--- src/rtl/rr_arb_4.sv ---
// Four-way round-robin arbiter with a bounded hold time per owner.
// All outputs are registered; the grant steers a shared 4:1 mux through SEL/VALID.
module rr_arb_4 #(
    parameter int unsigned MAX_HOLD = 4
) (
    input  logic       CLK,
    input  logic       RST,
    input  logic [3:0] REQ,
    output logic [3:0] GNT,
    output logic [1:0] SEL,
    output logic       VALID
);

    typedef enum logic {
        IDLE = 1'b0,
        BUSY = 1'b1
    } state_t;

    localparam logic [7:0] HOLD_MAX = 8'(MAX_HOLD);

    state_t     state_q;
    logic [1:0] ptr_q;
    logic [1:0] owner_q;
    logic [7:0] hcnt_q;
    logic [3:0] gnt_q;
    logic [1:0] sel_q;
    logic       valid_q;

    logic [3:0] owner_mask;
    logic [3:0] others;
    logic [3:0] cand;
    logic       cand_any;
    logic       at_limit;
    logic       keep;
    logic       found;
    logic [1:0] idx;
    logic [1:0] winner;

    // NOTE: every signal driven here gets a default first, so no path can infer a latch.
    always_comb begin
        owner_mask = 4'b0001 << owner_q;
        others     = REQ & ~owner_mask;
        at_limit   = (hcnt_q >= HOLD_MAX);
        keep       = (state_q == BUSY) && ((REQ & owner_mask) != 4'b0000)
                     && (!at_limit || (others == 4'b0000));
        // While busy the owner is masked so a forced release picks someone else.
        cand       = (state_q == BUSY) ? others : REQ;
        cand_any   = |cand;
        found      = 1'b0;
        idx        = ptr_q;
        winner     = ptr_q;
        for (int k = 0; k < 4; k++) begin
            idx = ptr_q + 2'(k);
            if (!found && cand[idx]) begin
                winner = idx;
                found  = 1'b1;
            end
        end
    end

    // NOTE: state and registered outputs use non-blocking assignments so every
    // register samples the pre-edge values of its neighbours.
    always_ff @(posedge CLK or posedge RST) begin
        if (RST) begin
            state_q <= IDLE;
            ptr_q   <= 2'd0;
            owner_q <= 2'd0;
            hcnt_q  <= 8'd0;
            gnt_q   <= 4'b0000;
            sel_q   <= 2'd0;
            valid_q <= 1'b0;
        end else if (keep) begin
            hcnt_q <= at_limit ? 8'd1 : hcnt_q + 8'd1;
        end else if (cand_any) begin
            state_q <= BUSY;
            owner_q <= winner;
            gnt_q   <= 4'b0001 << winner;
            sel_q   <= winner;
            valid_q <= 1'b1;
            hcnt_q  <= 8'd1;
            ptr_q   <= winner + 2'd1;
        end else begin
            // No requester at all: drop the grant but leave SEL on the last owner.
            state_q <= IDLE;
            gnt_q   <= 4'b0000;
            valid_q <= 1'b0;
        end
    end

    assign GNT   = gnt_q;
    assign SEL   = sel_q;
    assign VALID = valid_q;

endmodule

--- config.mk ---
export PLATFORM = sky130hd
export DESIGN_NAME = rr_arb_4
export DESIGN_NICKNAME = d
export VERILOG_FILES = /design/src/rtl/rr_arb_4.sv
export SDC_FILE = /design/constraint.sdc
export NUM_CORES = 1
export LEC_CHECK = 0
export BUFFER_PORTS_ARGS = -buffer_cell sky130_fd_sc_hd__buf_2
export CAP_MARGIN = 20
export CORE_MARGIN = 8
export CORE_UTILIZATION = 45
export CTS_BUF_LIST = sky130_fd_sc_hd__clkbuf_4 sky130_fd_sc_hd__clkbuf_8 sky130_fd_sc_hd__clkbuf_16
export CTS_CLUSTER_DIAMETER = 40
export DETAILED_ROUTE_END_ITERATION = 12
export MAX_ROUTING_LAYER = met4
export PLACE_DENSITY = 0.63
export SLEW_MARGIN = 20
export SYNTH_ARGS = -nofsm -noshare
export SYNTH_HDL_FRONTEND = slang
export SYNTH_SLANG_ARGS = --single-unit
--- constraint.sdc ---
create_clock -name CLK -period 2.25 [get_ports CLK]
set_input_delay 0.5625 -clock CLK [delete_from_list [all_inputs] [get_ports CLK]]
set_output_delay 0.5625 -clock CLK [all_outputs]
set_load 0.02 [all_outputs]
==> results.tsv <==
stage	metric	value	unit
critical_path	worstPathRequired	2440	ps
layout	fill_cells	215	
critical_path	start_kind	flip-flop	
clock_network	cts-root-buf	clkbuf_4	
floorplanning	core_region_area	2191	sq um
timing	skew	1.628	ps
pwr	p_leak	0.5736	nW
critical_path	cp_max_fo	6	
placed_design	io_buffers	12	
timing	setup_viol	0	
pwr	switching_share	43.63	%
timing	min_period	2099	ps
clock_network	post_cts_buffers	0	
clock_network	clock_sinks	17	
timing	relSlewSlack	58.20	%
synth	yosysTopAreaCellShare	40.91	%
timing	worstMarginPinSlew	626.3	ps
synth	synth_ff_type	dfrtp_1	
synth	yosys.area.top_type	dfrtp_1	
synth	ys_types	45	
route	drtAntennaViolNets	0	
pwr	vdd_drop_max	0.7353	mV
grt	overflow	0	
critical_path	worstSetupPathType	reg -> reg	
pwr	comb_power_share	61.0	%
synth	synth-seq-cells	17	
route	drc	0	
synth	synthMuxAreaShare	7.822	%
pwr	p_clk_share	9.4	%
synth	synth-async-reset-ratio	100.0	%
synth	synth.most_common_cell	dfrtp_1	
timing	fmax	476.3	MHz
timing	drv_slew	0	
route	drt_iter0_drc	21	
clock_network	htree_levels	1	
floorplanning	dieWidth	64.07	um
clock_network	worst_skew_pair.late_latency	290	ps
layout	final_layout_size_suffix_gt1_share	33.90	%
clock_network	clk_pin_slew	100	ps
synth	synth_edf_count	0	
synth	syn_area	1040	sq um
route	vias_per_cell	5.671	
synth	synth-adder-area-share	2.407	%
grt	grt_max_degree	18	
placed_design	place.gp.congestion	0.8485	
pwr	seqPwrFrac	29.6	%
synth	synth_compound_area_share	23.83	%
grt	grt_pass1_vias	861	
floorplanning	fp.dieH	64.07	um
clock_network	cts_tree	done	
critical_path	r2r_slack	150	ps
synth	syn_inst	96	
grt	grtUsageTotal	12.28	%
synth	synth-seq-area-share	40.91	%
floorplanning	rows	17	
synth	synth_common_cells	dfrtp_1, inv_1, nand2_1	
synth	syn_nets	104	
clock_network	cts_buffers	3	
critical_path	arrival	2290	ps
timing	fin_setup_tns	0	ps
floorplanning	start_util	47.46	%
timing	post-route-period-util	93.31	%
layout	diodes	0	
timing	finalHoldWorstSlack	327.4	ps
hold_path	hold_class	in -> async	
timing	rsz0062_at_grt	false	
run_status	status	completed	
synth	ys_warn_count	0	
timing	hold_viol	0	
pwr	p_sw	0.7771	mW
route	first_pass_iters	4	
synth	avgSynthCellArea	10.83	sq um
synth	synth_xor_area_share	1.685	%
run	maxCapViolCount	0	
layout	nets	127	
route	via_count	828	
placed_design	dp_hpwl	1.761	mm
route	drt-total-wl	2.251	mm
floorplanning	fp.dieArea	4105	sq um
synth	synth_top_family_by_area	compound AO/OA/AOI/OAI gates	
grt	grt_pass1_wl	3.919	mm
synth	synthTopCellsByArea	dfrtp_1, and2_1, a221oi_4	
pwr	p_int	1.004	mW
grt	antenna_found_initial	0	
layout	synthToLayoutAreaGrowth	17.21	%
synth	synth_simple_gate_area_share	17.21	%
floorplanning	ios	13	
route	wl_per_cell	15.42	um
critical_path	endpoint_kind	flip-flop	
clock_network	clk_path_buf_depth	2	
pwr	power_density	1462	nW/um^2
-- kinds of logic after synthesis --
group / after synthesis
simple gates: 30
compound gates: 27
flops: 17
buf+inv: 12
mux: 6
xor+xnor: 2
fa+ha+maj: 2
-- sequential cells by signal, indices dropped and copies added (netlist names) --
name / flops
VALID: 1
ptr_q: 2
GNT: 4
SEL: 2
hcnt_q: 8
-- cells in the final DEF (no fill, tap or decap), drive strengths merged, types with 3 or more instances in the layout --
| cell type | netlist | final |
|---|---|---|
| clkbuf | 0 | 3 |
| dfrtp | 17 | 17 |
| nand2 | 6 | 6 |
| nand3 | 3 | 3 |
| o21ai | 3 | 3 |
| mux2 | 4 | 4 |
| a21oi | 3 | 3 |
| and2 | 5 | 5 |
| inv | 7 | 7 |
| o41ai | 3 | 3 |
| nor3 | 3 | 3 |
| buf | 5 | 23 |
-- worst max-delay path, stage by stage, from the launching register on --
cell	delay [ps]
dfrtp_1	500
mux2i_1	290
a31oi_1	110
o41ai_2	520
a221oi_4	160
xnor2_1	150
mux2_4	260
-- power by group through the flow --
stage	Sequential, mW	Clock [mW]	Combinational (mW)
finish	0.528	0.167	1.09
CTS	0.519	0.177	1.08
floorplan	0.527	0	0.802
global placement	0.522	0	1.06
detailed placement	0.528	0	1.08
global route	0.548	0.188	1.20
-- cell type report --
class / count / area, sq um / share of cell area (%)
Clock buffer: 3 / 22.52 / 1.848
Clock inverter: 1 / 7.507 / 0.6160
Sequential cell: 17 / 426.7 / 35.01
Multi-Input combinational cell: 67 / 558.0 / 45.79
Timing Repair Buffer: 23 / 142.6 / 11.70
Tap cell: 28 / 35.03 / 2.875
Inverter: 7 / 26.28 / 2.156
-- routing by layer --
metal,up-vias,global-route usage (%),wire length [um]
li1,405,-,-
met1,401,13.47,994
met2,15,18.57,1110
met3,7,3.136,78
met4,0,9.749,68
met5,-,-,0
-- path summary, 6_finish.rpt --
check | cells after the start | endpoint | startpoint
max | 6 | ptr_q[1] | ptr_q[0]
min | 2 | GNT[1] | RST
max reg2reg | 6 | ptr_q[1] | ptr_q[0]
min reg2reg | 2 | GNT[1] | GNT[1]
max in group asynchronous | 2 | SEL[0] | RST
min in group CLK | 2 | GNT[1] | GNT[1]
-- timing repair --
item | CTS | global route
resized for setup | 0 | 2
hold buffers | 0 | 0
hold endpoints to repair | 0 | 0
endpoints found under the setup margin | 0 | 4
-- metrics by stage --
| stage | util, % | std cells | instance area [sq um] | worst slack, ps | power [mW] |
|---|---|---|---|---|---|
| final | 55.63 | 146 | 1219 | 150.6 | 1.781 |
| after global routing | 55.63 | 146 | 1219 | 19.91 | 1.933 |
| after CTS | 55.23 | 146 | 1210 | 83.45 | 1.780 |
| after detailed placement | 53.85 | 142 | 1180 | 20.12 | 1.608 |
| after global placement | 53.85 | 142 | 1180 | 106.6 | 1.580 |
| after floorplan | - | 96 | 1040 | 159.2 | 1.329 |
Power figures use the tool's default switching activity.
